### config.mk
export PLATFORM = sky130hd
export DESIGN_NAME = status_capture
export DESIGN_NICKNAME = d
export VERILOG_FILES = /design/src/rtl/status_capture_pkg.sv /design/src/rtl/status_capture_btn_debounce.sv /design/src/rtl/status_capture.sv
export SDC_FILE = /design/constraint.sdc
export NUM_CORES = 1
export LEC_CHECK = 0
export ABC_AREA = 0
export BUFFER_PORTS_ARGS = -buffer_cell sky130_fd_sc_hd__buf_2
export CAP_MARGIN = 30
export CORE_MARGIN = 4
export CORE_UTILIZATION = 45
export DETAILED_ROUTE_END_ITERATION = 10
export GPL_TIMING_DRIVEN = 0
export PLACE_DENSITY_LB_ADDON = 0.1
export SYNTH_ARGS = -nofsm -noshare
export SYNTH_HDL_FRONTEND = slang
export SYNTH_SLANG_ARGS = --single-unit
### constraint.sdc
create_clock -name clk -period 4.9 [get_ports clk]
set_clock_uncertainty 0.05 [all_clocks]
set_input_delay 0.245 -clock clk [delete_from_list [all_inputs] [get_ports clk]]
set_output_delay 0.245 -clock clk [all_outputs]
set_load 0.005 [all_outputs]
### src/rtl/status_capture_pkg.sv
// Shared definitions for the status capture front end: walker status codes
// and the commit counter width with its saturating increment.
package status_capture_pkg;

  typedef enum logic [1:0] {
    ST_FIT       = 2'b00,
    ST_ATTACKED  = 2'b01,
    ST_HURT      = 2'b10,
    ST_NO_CHANGE = 2'b11
  } status_code_e;

  localparam int unsigned STATUS_W = 16;
  localparam int unsigned COUNT_W  = 4;
  localparam logic [COUNT_W-1:0] COUNT_MAX = '1;

  function automatic logic [COUNT_W-1:0] sat_inc(input logic [COUNT_W-1:0] v);
    return (v == COUNT_MAX) ? v : v + 1'b1;
  endfunction

endpackage

### src/rtl/status_capture_btn_debounce.sv
// Push-button front end: 2-flop synchroniser, counting debouncer and a
// registered rising-edge detector on the debounced level.
module btn_debounce
  import status_capture_pkg::*;
#(
  parameter int unsigned DEBOUNCE_CYCLES = 1_000_000
) (
  input  logic clk,
  input  logic rst,
  input  logic btn_raw,
  output logic level,
  output logic rise
);

  localparam int unsigned CNT_W = $clog2(DEBOUNCE_CYCLES);
  localparam logic [CNT_W-1:0] CNT_LAST = CNT_W'(DEBOUNCE_CYCLES - 1);

  logic             sync1;
  logic             sync2;
  logic             deb;
  logic             deb_d;
  logic [CNT_W-1:0] cnt;

  // Any sample agreeing with the current level restarts the run, so only an
  // unbroken run of DEBOUNCE_CYCLES differing samples flips the level.
  always_ff @(posedge clk or negedge rst) begin
    if (!rst) begin
      sync1 <= 1'b0;
      sync2 <= 1'b0;
      deb   <= 1'b0;
      deb_d <= 1'b0;
      cnt   <= '0;
    end else begin
      sync1 <= btn_raw;
      sync2 <= sync1;
      deb_d <= deb;
      if (sync2 == deb) begin
        cnt <= '0;
      end else if (cnt == CNT_LAST) begin
        deb <= ~deb;
        cnt <= '0;
      end else begin
        cnt <= cnt + 1'b1;
      end
    end
  end

  assign level = deb;
  assign rise  = deb & ~deb_d;

endmodule

### src/rtl/status_capture.sv
// Switch/button front end for the flag-city walker: latches the synchronised
// switches on a debounced load press and withdraws them on a clear press.
module status_capture
  import status_capture_pkg::*;
#(
  parameter int unsigned DEBOUNCE_CYCLES = 1_000_000
) (
  input  logic                clk,
  input  logic                rst,
  input  logic [STATUS_W-1:0] sw,
  input  logic                btn_load,
  input  logic                btn_clear,
  output logic [STATUS_W-1:0] status,
  output logic                status_valid,
  output logic                load_pulse,
  output logic [COUNT_W-1:0]  load_count
);

  localparam logic STATE_EMPTY = 1'b0;
  localparam logic STATE_HELD  = 1'b1;

  logic                state;
  logic [STATUS_W-1:0] sw_s1;
  logic [STATUS_W-1:0] sw_s2;
  logic                load_level;
  logic                load_rise;
  logic                clear_level;
  logic                clear_rise;
  logic                unused_levels;

  btn_debounce #(.DEBOUNCE_CYCLES(DEBOUNCE_CYCLES)) u_load (
    .clk     (clk),
    .rst     (rst),
    .btn_raw (btn_load),
    .level   (load_level),
    .rise    (load_rise)
  );

  btn_debounce #(.DEBOUNCE_CYCLES(DEBOUNCE_CYCLES)) u_clear (
    .clk     (clk),
    .rst     (rst),
    .btn_raw (btn_clear),
    .level   (clear_level),
    .rise    (clear_rise)
  );

  assign unused_levels = load_level ^ clear_level;

  always_ff @(posedge clk or negedge rst) begin
    if (!rst) begin
      sw_s1 <= '0;
      sw_s2 <= '0;
    end else begin
      sw_s1 <= sw;
      sw_s2 <= sw_s1;
    end
  end

  // Clear is tested first so a coincident load is discarded.
  always_ff @(posedge clk or negedge rst) begin
    if (!rst) begin
      state        <= STATE_EMPTY;
      status       <= '0;
      status_valid <= 1'b0;
      load_pulse   <= 1'b0;
      load_count   <= '0;
    end else begin
      load_pulse <= 1'b0;
      if (clear_rise) begin
        state        <= STATE_EMPTY;
        status       <= '0;
        status_valid <= 1'b0;
        load_count   <= '0;
      end else if (load_rise) begin
        status     <= sw_s2;
        load_pulse <= 1'b1;
        case (state)
          STATE_EMPTY: begin
            status_valid <= 1'b1;
            load_count   <= COUNT_W'(1);
            state        <= STATE_HELD;
          end
          default: begin
            load_count <= sat_inc(load_count);
            state      <= STATE_HELD;
          end
        endcase
      end
    end
  end

endmodule

---- Word level (Yosys, flattened, before mapping) ----
Index checks and enable logic that the tools add are counted.
operators by class
  bitwise logic cells ..................... 8
  equality and inequality tests ........... 7
  reductions and logical operators ........ 5
  multiplexer cells ....................... 17
  add/subtract/negate cells ............... 3
operators by type and width
  cell                     number
  $mux W20                 4
  $add A20 B1 Y20 const B  2
  $eq A20 B20 Y1 const B   2
  $mux W16                 2
  $mux W4                  4
  $reduce_and A2 Y1        4
  $mux W1                  7
  $not A1 Y1               6
  $add A4 B1 Y4 const B    1
  $eq A4 B4 Y1 const B     1
  $ne A3 B3 Y1 const B     1
  $and A1 B1 Y1            2
  $eq A1 B1 Y1             2
  $ne A2 B1 Y1 const B     1
  $reduce_bool A2 Y1       1
storage, ports and cells
  input bits .............................. 20
  bits in registers ....................... 103
  output and inout bits ................... 22

---- Longest topological paths before layout ----
Gate-level depths: netlist of run 1.
  depth in word-level cells ............... 5
  mapped depth ............................ 6

---- By module ----
A second synthesis of run 1 with hierarchy kept.
second synthesis, totals
  cells, all modules ...................... 338
  area, all modules ....................... 4078.9 um^2
by module, submodules not included
  module          area an instance (um^2)  instances  cells an instance
  btn_debounce    1146.1                   2          110
  status_capture  1786.7                   1          118

---- Least setup slack after synthesis of run 1 ----
OpenSTA, ideal clock, no wires.
  path kind ............................... register to register
  start point ............................. reg u_clear.cnt[0]
  end point ............................... reg u_clear.cnt[18]
  path slack .............................. 2.948 ns
  data arrival time ....................... 1.825 ns
  stages on the path, launching flop included .. 6
  buffers on the path ..................... 0
  required time ........................... 4.773 ns
  setup time .............................. 0.077 ns
  path through ............................ dfrtp_1 ha_1 inv_1 or4_4 or4_1 a21oi_1
between the ends
  word-level cells in the longest chain between the ends .. 3
RTL lines
  item                                               line                                                                  source
  start: declaration                                 status_capture_btn_debounce.sv:22                                     logic [CNT_W-1:0] cnt;
  start signal: assignment                           status_capture_btn_debounce.sv:43                                     cnt <= cnt + 1'b1;
  $add A20 B1 Y20 or $eq A20 B20 Y1 (tied branches)  status_capture_btn_debounce.sv:43, status_capture_btn_debounce.sv:39
  $mux W20 (*)                                       status_capture_btn_debounce.sv:39                                     end else if (cnt == CNT_LAST) begin
  $mux W20 (*)                                       status_capture_btn_debounce.sv:37                                     if (sync2 == deb) begin
Mark *: on every way between the ends. The rest lies on a longest branch, timed or not.
A chain may end at the register's enable or synchronous reset.

---- Worst setup path in the final report of run 1 ----
  start point ............................. reg u_clear.cnt[12]
  end point ............................... reg u_clear.cnt[3]
between the ends
  word-level cells in the longest chain between the ends .. 3
RTL lines
  item            line
  $eq A20 B20 Y1  status_capture_btn_debounce.sv:39
  $mux W20        status_capture_btn_debounce.sv:39
  $mux W20        status_capture_btn_debounce.sv:37
No other way between the ends.

==> results of run 1 <==
[cell usage after synthesis, drive strengths merged (5+ instances only)]
| master | number |
|---|---|
| nor2 | 40 |
| or3 | 6 |
| nand3 | 17 |
| dfrtp | 103 |
| nand2 | 48 |
| nand4 | 7 |
| a21oi | 31 |
| xnor2 | 17 |
| o31ai | 8 |
| inv | 10 |
| nor4 | 5 |
| or4 | 11 |
| nor3 | 7 |
| o21ai | 8 |
| clkbuf | 9 |
| xor2 | 9 |
[kinds of logic (layout without fill, tap and decap cells)]
logic type / count (synthesis) / in the layout
multiplexers: 2 / 2
buffers and inverters: 23 / 99
AND/OR/NAND/NOR: 154 / 154
AO/OA/AOI/OAI: 51 / 51
XOR/XNOR: 26 / 26
flip-flops: 103 / 103
adder cells (fa/ha/maj): 3 / 3
[through the flow]
step / setup slack (ps) / cell area (sq um) / total power, mW / hold slack, ps / instances
after CTS: 2790 / 4720 / 1.45 / 298 / 546
after detailed placement: 2800 / 4350 / 0.938 / 285 / 512
after floorplan: 2950 / 3990 / 0.905 / -101 / 362
final: 2780 / 4720 / 1.42 / 296 / 546
after global routing: 2680 / 4720 / 1.48 / 299 / 546
after global placement: 2430 / 4330 / 0.934 / 281 / 511
[flip-flops by register name (all words and copies together) (netlist names), 4 cells and up]
register     flops
sw_s1           16
u_load.cnt      20
status          16
sw_s2           16
load_count       4
u_clear.cnt     20
[where the power goes]
group | leakage, nW | internal, mW | switching [mW]
combinational | 0.644 | 0.0229 | 0.0301
clock | 0.0871 | 0.191 | 0.301
sequential | 1.35 | 0.868 | 0.00862
total | 2.08 | 1.08 | 0.340
[timing repair]
| action | in CTS | in global routing |
|---|---|---|
| buffers inserted | 0 | 0 |
| hold buffers | 19 | 0 |
| endpoints found under the hold margin | 81 | 0 |
[worst paths after layout]
| path | end | cells past startpoint |
|---|---|---|
| max | u_clear.cnt[3] | 5 |
| max reg2reg | u_clear.cnt[3] | 5 |
| max in group asynchronous | u_load.cnt[2] | 3 |
| min reg2reg | sw_s2[3] | 0 |
| min in group asynchronous | sw_s2[9] | 2 |
| min | sw_s2[3] | 0 |
[layer usage]
metal / up-vias / track usage, % / wire [microns]
met1: 1371 / 19.9 / 3420
met5: - / 0 / 0
met2: 40 / 24.7 / 3370
li1: 1376 / - / -
met4: 0 / 5.75 / 97
met3: 9 / 3.14 / 283
[layout make-up]
| type | count | share of cell area (%) |
|---|---|---|
| Inverter | 10 | 0.796 |
| Timing Repair Buffer | 61 | 8.86 |
| Multi-Input combinational cell | 236 | 28.0 |
| Sequential cell | 103 | 54.6 |
| Buffer | 13 | 1.11 |
| Clock buffer | 9 | 2.63 |
| Tap cell | 108 | 2.86 |
| Clock inverter | 6 | 1.09 |
==> out/results.ini, run 1 <==
[outcome]
status = completed

[timing]
setup_tns_ps = 0
fmaxAchievable_mhz = 472
worst_pin_slew_ps = 791
rsz0062_at_grt = false
period_needed_ps = 2120
setup_violations = 0
fin_crit_sh_pct = 43.2
slew_violations = 0
hold_viol = 0
slew_headroom_pct = 47.3

[synth]
synth-adder-area-share_pct = 0.941
synth_top_family_by_area = simple AND/OR/NAND/NOR gates
synth_edf_count = 0
synthMuxAreaShare_pct = 0.565
synthTopCellsByArea = dfrtp_1 (65%), nand2_1 (4.5%), a21oi_1 (3.9%), nor2_1 (3.8%), xnor2_1 (3.7%)
synth.cell_area_sq_um = 3990
synthXorXnorAreaFrac_pct = 5.71
synth-compound-area-share_pct = 7.15
ys_async_sr_fraction_pct = 100
ys_ff_latch = 103
ys_seq_area_share_pct = 64.6
syn_avg_cell_area_sq_um = 11.0
synth_top_area_cell = dfrtp_1
synthSimpleGateAreaFrac_pct = 18.8
yosysWarningCount = 0
synth_fp_nets = 385
syn-instance-count = 362
synth_top_cell_area_share_pct = 64.6
synth_cell_type_count = 33
synth_flop_cell = dfrtp_1

[route]
avgRoutedWirePerCell_microns = 13.1
dr.pass1.iters = 4
first_iter_violations = 112
ant_nets = 0
wirelength_mm = 7.17
routed_via_density = 5.12
drc = 0
dr_total_vias = 2796

[clock_network]
root_buffer = clkbuf_8
clock_path_buffers = 2
post_cts_resized = 0
clk_latency_ps = 360
cts_made_buffers = 9
cts_tree = yes
ctsHtreeMaxLevel = 3
cts.clk_slew.worst_paths_ps = 100
cts.sinks = 103

[grt]
grt.overflow.total = 0
grt_usage_pct = 15.1
grt_pass1_wl_mm = 12.3
grt_max_degree = 65
grt_pass1_vias = 2726
antenna_found_initial = 0

[finish]
multi_input_area_sq_um = 1320
register_area_sq_um = 2580
area_delta_synth_final_pct = 18.3
layout_common_cells = dfrtp_1 (103), nand2_1 (48), buf_2 (43)
nets = 457
drive_gt1_share_pct = 14.4
final_common_cell = dfrtp_1
antenna_cells = 0
nFillCells = 793
final_util_pct = 54.4

[critical_path]
crit_path_start = u_clear.cnt[12]
reg2reg_slack_ps = 2780
path_buf_inv = 1
path_max_fanout = 10
critical_path.max_stage_delay_ps = 540
cp.required_ps = 5090
cp-end-kind = flop
crit_chain = or4_1 > nor4_1 > a31o_2 > buf_2 > nor2_1
slowest_stage = or4_1
start_kind = flop
criticalPathCategory = reg2reg
crit_family = simple AND/OR/NAND/NOR gates
r2r_start = u_clear.cnt[12]
cp.arrival_ps = 2310

[place]
numPortBuffers = 41
gp_congestion = 0.731
dp_hpwl_mm = 4.73

[min_path]
hold_path_class = reg2reg
hp-start = sw_s1[3]

[floorplan]
pin_count = 42
core_region_area_sq_um = 8680
start_util_pct = 46.0
dieHeight_microns = 102
die-area_sq_um = 10400
num_rows = 34
die_w_microns = 102

[flow_run]
max-cap-violations = 0

[power_and_ir_drop]
powerDensity_nw_per_um2 = 301
ir_drop_mv = 0.148
leakage_nw = 2.08

(Power assumes the default switching activity.)
==> inputs of run 2 (changes only) <==
--- a/config.mk
+++ b/config.mk
@@ -5,7 +5,7 @@
 export SDC_FILE = /design/constraint.sdc
 export NUM_CORES = 1
 export LEC_CHECK = 0
-export ABC_AREA = 0
+export ABC_AREA = 1
 export BUFFER_PORTS_ARGS = -buffer_cell sky130_fd_sc_hd__buf_2
 export CAP_MARGIN = 30
 export CORE_MARGIN = 4
==> constraint.sdc (replaced) <==
create_clock -name clk -period 1.7 [get_ports clk]
set_clock_uncertainty 0.05 [all_clocks]
set_input_delay 0.085 -clock clk [delete_from_list [all_inputs] [get_ports clk]]
set_output_delay 0.085 -clock clk [all_outputs]
set_load 0.005 [all_outputs]
==> run 2 against run 1 <==
Effect of this change:
- combinational power grew to 3.0 times the previous value
- synthesized area grew 7.2%
- flip-flop and latch count is the same
- clock power grew to 3.0 times the previous value
- clock-buffer cell count is the same
- core utilization grew 0.53 points
- critical endpoint is now u_load.cnt[9]
- largest power group unchanged
- highest routed layer unchanged
==> out/results.ini, run 2 <==
[outcome]
status = completed

[critical_path]
cp.arrival_ps = 1710  ; -600 ps
crit_path_start = u_load.cnt[0]
reg2reg_slack_ps = 180  ; -2600 ps
critical_path.max_stage_delay_ps = 390  ; -150 ps
crit_chain = ha_1 > nand3_1 > nor2_4 > nand3_4 > nand2_4 > nor2_1
r2r-end = u_load.cnt[9]
cp-end-kind = flop
path_max_fanout = 7  ; -3
r2r_start = u_load.cnt[0]
r2r_cells = 6  ; +1
start_kind = flop
crit_family = simple AND/OR/NAND/NOR gates
criticalPathCategory = reg2reg
cp.required_ps = 1890  ; -3200 ps
path_buf_inv = 0  ; -1
slowest_stage = dfrtp_1

[clock_network]
root_buffer = clkbuf_8
cts.sinks = 103  ; unchanged
clk_latency_ps = 360  ; about the same
ctsHtreeMaxLevel = 3  ; unchanged
cts.clk_slew.worst_paths_ps = 110  ; about the same
cts_made_buffers = 9  ; unchanged
cts_post_setup_buffers_inserted = 0  ; unchanged
cts_tree = yes
clock_path_buffers = 2  ; unchanged

[synth]
ys_seq_area_share_pct = 60.3  ; -4.4 points
synth_edf_count = 0  ; unchanged
synth_most_common_cell = dfrtp_1
synth_top_area_cell = dfrtp_1
ys_ff_latch = 103  ; unchanged
synth_cell_type_count = 28  ; -15%
synth_top_cell_area_share_pct = 60.3  ; -4.4 points
syn-instance-count = 430  ; +19%
synth_top_family_by_area = simple AND/OR/NAND/NOR gates
synth.cell_area_sq_um = 4280  ; +7.2%
synth-adder-area-share_pct = 0.877  ; -0.064 points
synthSimpleGateAreaFrac_pct = 24.3  ; +5.6 points
synth-compound-area-share_pct = 6.08  ; -1.1 points
synthTopCellsByArea = dfrtp_1 (60%), nor2_1 (6.8%), nand2_1 (5.6%), inv_1 (3.3%), a22o_1 (3.3%)
ys_async_sr_fraction_pct = 100  ; unchanged
synthMuxAreaShare_pct = 0  ; -0.56 points
synth_flop_cell = dfrtp_1
yosysWarningCount = 0  ; unchanged
synth_fp_nets = 453  ; +18%
syn_avg_cell_area_sq_um = 9.95  ; -9.7%
yosys-top-cells-count = dfrtp_1 (103), nor2_1 (77), nand2_1 (64)
synthXorXnorAreaFrac_pct = 4.24  ; -1.5 points

[power_and_ir_drop]
power_mw = 4.15  ; +190%
ir_drop_mv = 0.460  ; +210%
leakage_nw = 2.36  ; +13%
powerDensity_nw_per_um2 = 818  ; +170%

[route]
avgRoutedWirePerCell_microns = 12.7  ; -3.6%
drc = 0  ; unchanged
routed_via_density = 4.77  ; -6.8%
wirelength_mm = 8.05  ; +12%
first_iter_violations = 141  ; +26%
dr.pass1.iters = 4  ; unchanged
dr_total_vias = 3034  ; +8.5%
ant_nets = 0  ; unchanged

[grt]
use_met1_pct = 22.9  ; +2.9 points
grt_usage_pct = 15.6  ; +0.50 points
grt.overflow.total = 0  ; unchanged
use_met2_pct = 23.7  ; -1.1 points
top_usage_layer = met2
grt_pass1_wl_mm = 14.3  ; +16%
grt_max_degree = 55  ; -15%
antenna_found_initial = 0  ; unchanged
grt_pass1_vias = 2994  ; +9.8%
groute.layer.met3.usage_pct = 3.61  ; +0.47 points

[finish]
final_common_cell = dfrtp_1
drive_gt1_share_pct = 20.3  ; +5.9 points
nFillCells = 843  ; +6.3%
layout_common_cells = dfrtp_1 (103), nor2_1 (77), nand2_1 (64)
nets = 525  ; +15%
antenna_cells = 0  ; unchanged
area_delta_synth_final_pct = 18.5
reg_top3 = u_clear.cnt (20), u_load.cnt (20)
final_cells = 636  ; +16%

[place]
dp_slack_ps = 79.4  ; -2720 ps
dp_hpwl_mm = 5.70  ; +21%
placed_cells = 601  ; +17%
gp_congestion = 0.815  ; +12%
numPortBuffers = 41  ; unchanged

[timing]
slew_violations = 0  ; unchanged
hold_viol = 0  ; unchanged
setup_violations = 0  ; unchanged
period_needed_ps = 1520  ; -599 ps
fmaxAchievable_mhz = 659  ; +39%
slew_headroom_pct = 57.5  ; +10 points
rsz0062_at_grt = false
fin_crit_sh_pct = 89.3  ; +46 points
layout_setup_ws_ps = 182  ; -2600 ps
hold-worst-slack_ps = 228  ; -67.7 ps
worst_pin_slew_ps = 638  ; -154 ps

[floorplan]
die_w_microns = 106  ; +3.3%
die-area_sq_um = 11100  ; +6.7%
pin_count = 42  ; unchanged
dieHeight_microns = 106  ; +3.3%
num_rows = 35  ; +2.9%
start_util_pct = 46.3  ; +0.33 points
core_region_area_sq_um = 9240  ; +6.5%

[min_path]
hold_path_class = in2async

[flow_run]
max-cap-violations = 0  ; unchanged

[run 2: cell types whose count changed after synthesis, moves of 8 or more]
cell | before | now
a21oi_1 | 31 | 9
a22o_1 | 0 | 16
clkbuf_1 | 9 | 0
inv_1 | 10 | 38
nand2_1 | 48 | 64
nand2_2 | 0 | 10
nand3_1 | 17 | 26
nor2_1 | 40 | 77
nor2_2 | 0 | 13
o31ai_1 | 8 | 0
or4_1 | 10 | 0
xnor2_1 | 17 | 7
[run 2: cell families after synthesis]
family                   after synthesis
AND/OR/NAND/NOR                      220
flip-flops                           103
buffers and inverters                 45
AO/OA/AOI/OAI                         40
XOR/XNOR                              19
adder cells (fa/ha/maj)                3
[run 2: metrics by stage]
stage / area [sq um] / setup TNS (ps) / util, %
after floorplan: 4280 / 0 / -
after detailed placement: 4670 / 0 / 50.6
final: 5070 / 0 / 54.9
after global placement: 4640 / -60220 / 50.3
after global routing: 5070 / 0 / 54.9
after CTS: 5050 / 0 / 54.6
[run 2: final cells by class]
cell class / instances / area (sq um) / area share, %
sequential: 103 / 2580 / 50.8
multi-input combinational: 282 / 1540 / 30.4
timing repair buffer: 61 / 425 / 8.39
inverter: 43 / 161 / 3.18
tap: 129 / 161 / 3.18
clock buffer: 9 / 124 / 2.44
clock inverter: 7 / 60.1 / 1.18
buffer: 2 / 18.8 / 0.370
[run 2: metal layers]
metal  up-vias  wire length [microns]
met5         -                      0
met4         0                     59
met3         4                    254
met2        47                   3550
met1      1458                   4180
li1       1525                      -
[run 2: timing repair]
action	in CTS	in global routing
hold buffers	19	0
hold endpoints to repair	67	0
gates resized for setup	0	4
setup endpoints to repair	0	14
[run 2: report_power, final]
part	switching [mW]	internal, mW
registers	0.0228	2.50
logic	0.0919	0.0684
clock network	0.894	0.568
total	1.01	3.14
[run 2: how the worst max path moves through the flow]
stage / to / depth (start not counted)
2_1_floorplan: u_load.cnt[5] / 6
3_3_place_gp: u_clear.cnt[0] / 1
3_5_place_dp: u_clear.cnt[5] / 6
4_1_cts: u_load.cnt[9] / 6
5_1_grt: u_clear.cnt[16] / 7
6_report: u_load.cnt[9] / 6
[run 2: worst reg2reg max path, stage by stage, from the launching register on]
cell	delay, ps
dfrtp_1	390
ha_1	190
nand3_1	200
nor2_4	200
nand3_4	150
nand2_4	150
nor2_1	70
==> inputs of run 3 (changes only) <==
--- a/config.mk
+++ b/config.mk
@@ -8,6 +8,7 @@
 export ABC_AREA = 1
 export BUFFER_PORTS_ARGS = -buffer_cell sky130_fd_sc_hd__buf_2
 export CAP_MARGIN = 30
+export CORE_ASPECT_RATIO = 0.5
 export CORE_MARGIN = 4
 export CORE_UTILIZATION = 45
 export DETAILED_ROUTE_END_ITERATION = 10
==> run 3 against run 2 <==
Effect of this change:
- routed wire length shrank 1.2%
- register-to-register slack worse by 60 ps
- die area is 0.85% higher
- highest routed layer unchanged
- hold slack worse by 37 ps
- setup slack lost 61 ps
- combinational power about the same
==> out/results.ini, run 3 (synthesized netlist as in run 2, its figures left out) <==
[outcome]
status = completed

[route]
dr_total_vias = 2941  ; -3.1%
drc = 0  ; unchanged
ant_nets = 0  ; unchanged
first_iter_violations = 160  ; +13%
wirelength_mm = 7.95  ; -1.2%
routed_via_density = 4.72  ; -1.0%
avgRoutedWirePerCell_microns = 12.8  ; +0.83%
dr.pass1.iters = 4  ; unchanged

[critical_path]
reg2reg_slack_ps = 120  ; -60 ps
cp.required_ps = 1870  ; -20 ps
crit_path_start = u_load.cnt[0]
path_max_fanout = 7  ; unchanged
r2r-end = u_load.cnt[9]
endpoint = u_load.cnt[9]
r2r_start = u_load.cnt[0]
start_kind = flop
cp-end-kind = flop
criticalPathCategory = reg2reg
r2r_cells = 6  ; unchanged
cp.arrival_ps = 1750  ; +40 ps

[timing]
period_needed_ps = 1580  ; +60.5 ps
hold-worst-slack_ps = 191  ; -37.4 ps
slew_violations = 0  ; unchanged
slew_headroom_pct = 68.7  ; +11 points
layout_setup_ws_ps = 121  ; -60.5 ps
worst_pin_slew_ps = 469  ; -168 ps
setup_violations = 0  ; unchanged
hold_viol = 0  ; unchanged
fin_crit_sh_pct = 92.9  ; +3.6 points
rsz0062_at_grt = false
fmaxAchievable_mhz = 633  ; -3.8%

[floorplan]
die_w_microns = 146  ; +38%
start_util_pct = 47.6  ; +1.3 points
die-area_sq_um = 11200  ; +0.85%
num_rows = 24  ; -31%
pin_count = 42  ; unchanged
core_region_area_sq_um = 8980  ; -2.8%
dieHeight_microns = 76.9  ; -27%

[place]
dp_hpwl_mm = 5.61  ; -1.6%
numPortBuffers = 41  ; unchanged
dp_slack_ps = 75.9  ; -3.47 ps
dpl-instance-area_sq_um = 4660  ; -0.32%
gp_congestion = 0.854  ; +4.7%

[grt]
grt_pass1_wl_mm = 13.9  ; -2.5%
grt_pass1_vias = 2855  ; -4.6%
grt_usage_pct = 15.3  ; -0.30 points
grt.overflow.total = 0  ; unchanged
grt_max_degree = 69  ; +25%
antenna_found_initial = 0  ; unchanged

[finish]
final_util_pct = 57.3  ; +2.4 points
final_common_cell = dfrtp_1
fin_area_sq_um = 5150  ; +1.5%
drive_gt1_share_pct = 20.2  ; -0.16 points
layout_common_cells = dfrtp_1 (103), nor2_1 (77), nand2_1 (64)
area_delta_synth_final_pct = 20.3
nFillCells = 795  ; -5.7%
antenna_cells = 0  ; unchanged
nets = 525  ; unchanged
reg_top3 = u_clear.cnt (20), u_load.cnt (20)

[clock_network]
ctsHtreeMaxLevel = 3  ; unchanged
clk_latency_ps = 340  ; -20 ps
cts.sinks = 103  ; unchanged
cts_tree = yes
clock_path_buffers = 2  ; unchanged
root_buffer = clkbuf_16
cts.clk_slew.worst_paths_ps = 70  ; -40 ps
cts_post_setup_buffers_inserted = 0  ; unchanged
cts_made_buffers = 9  ; unchanged

[power_and_ir_drop]
powerDensity_nw_per_um2 = 894  ; +9.3%
ir_drop_mv = 0.487  ; +5.8%
leakage_nw = 2.39  ; +1.4%

[min_path]
hold_path_class = in2async

[flow_run]
max-cap-violations = 0  ; unchanged

-- run 3: critical path, stage by stage (launching register included) --
cell and delay (ps):
dfrtp_1 370, ha_1 190, nand3_1 210, nor2_4 200, nand3_2 200, nand2_4 170, nor2_1 70
-- run 3: worst min-delay path by stage --
stage               endpoint  slack, ps  depth (start not counted)
2_1_floorplan  load_count[0]       -260                          0
3_3_place_gp       sw_s1[11]        140                          1
3_5_place_dp       status[0]         30                          1
4_1_cts            status[9]        200                          2
5_1_grt            status[9]        210                          2
6_report           status[5]        190                          2
-- run 3: cell type report --
cell class,count,area [sq um],area share [%]
plain buffers,2,18.8,0.365
clock buffers,9,225,4.38
clock inverters,6,52.6,1.02
inverters,43,161,3.14
multi-input cells,282,1540,29.9
flip-flops and latches,103,2580,50.1
well taps,117,146,2.84
repair buffers,61,425,8.26
-- run 3: layer usage --
layer | GRT usage (%) | up-vias | wire length (microns)
met1 | 22.1 | 1368 | 4240
met5 | 0 | - | 0
met4 | 3.98 | 0 | 33
li1 | - | 1528 | -
met3 | 4.59 | 4 | 259
met2 | 22.7 | 41 | 3410
-- run 3: power by group --
part | internal [mW] | switching [mW]
sequential | 2.50 | 0.0211
clock | 1.01 | 0.910
combinational | 0.0688 | 0.0926
total | 3.58 | 1.02
-- run 3: metrics by stage --
stage | power, mW | setup TNS [ps] | cells
after floorplan | 2.61 | 0 | 430
after global placement | 2.69 | -61220 | 588
after detailed placement | 2.70 | 0 | 589
after CTS | 4.67 | 0 | 623
after global routing | 4.82 | 0 | 623
final | 4.60 | 0 | 623
-- run 3: what timing repair did --
action | CTS | global route
setup endpoints to repair | 0 | 16
gates resized for setup | 0 | 4
hold buffers | 19 | 0
endpoints found under the hold margin | 53 | 0
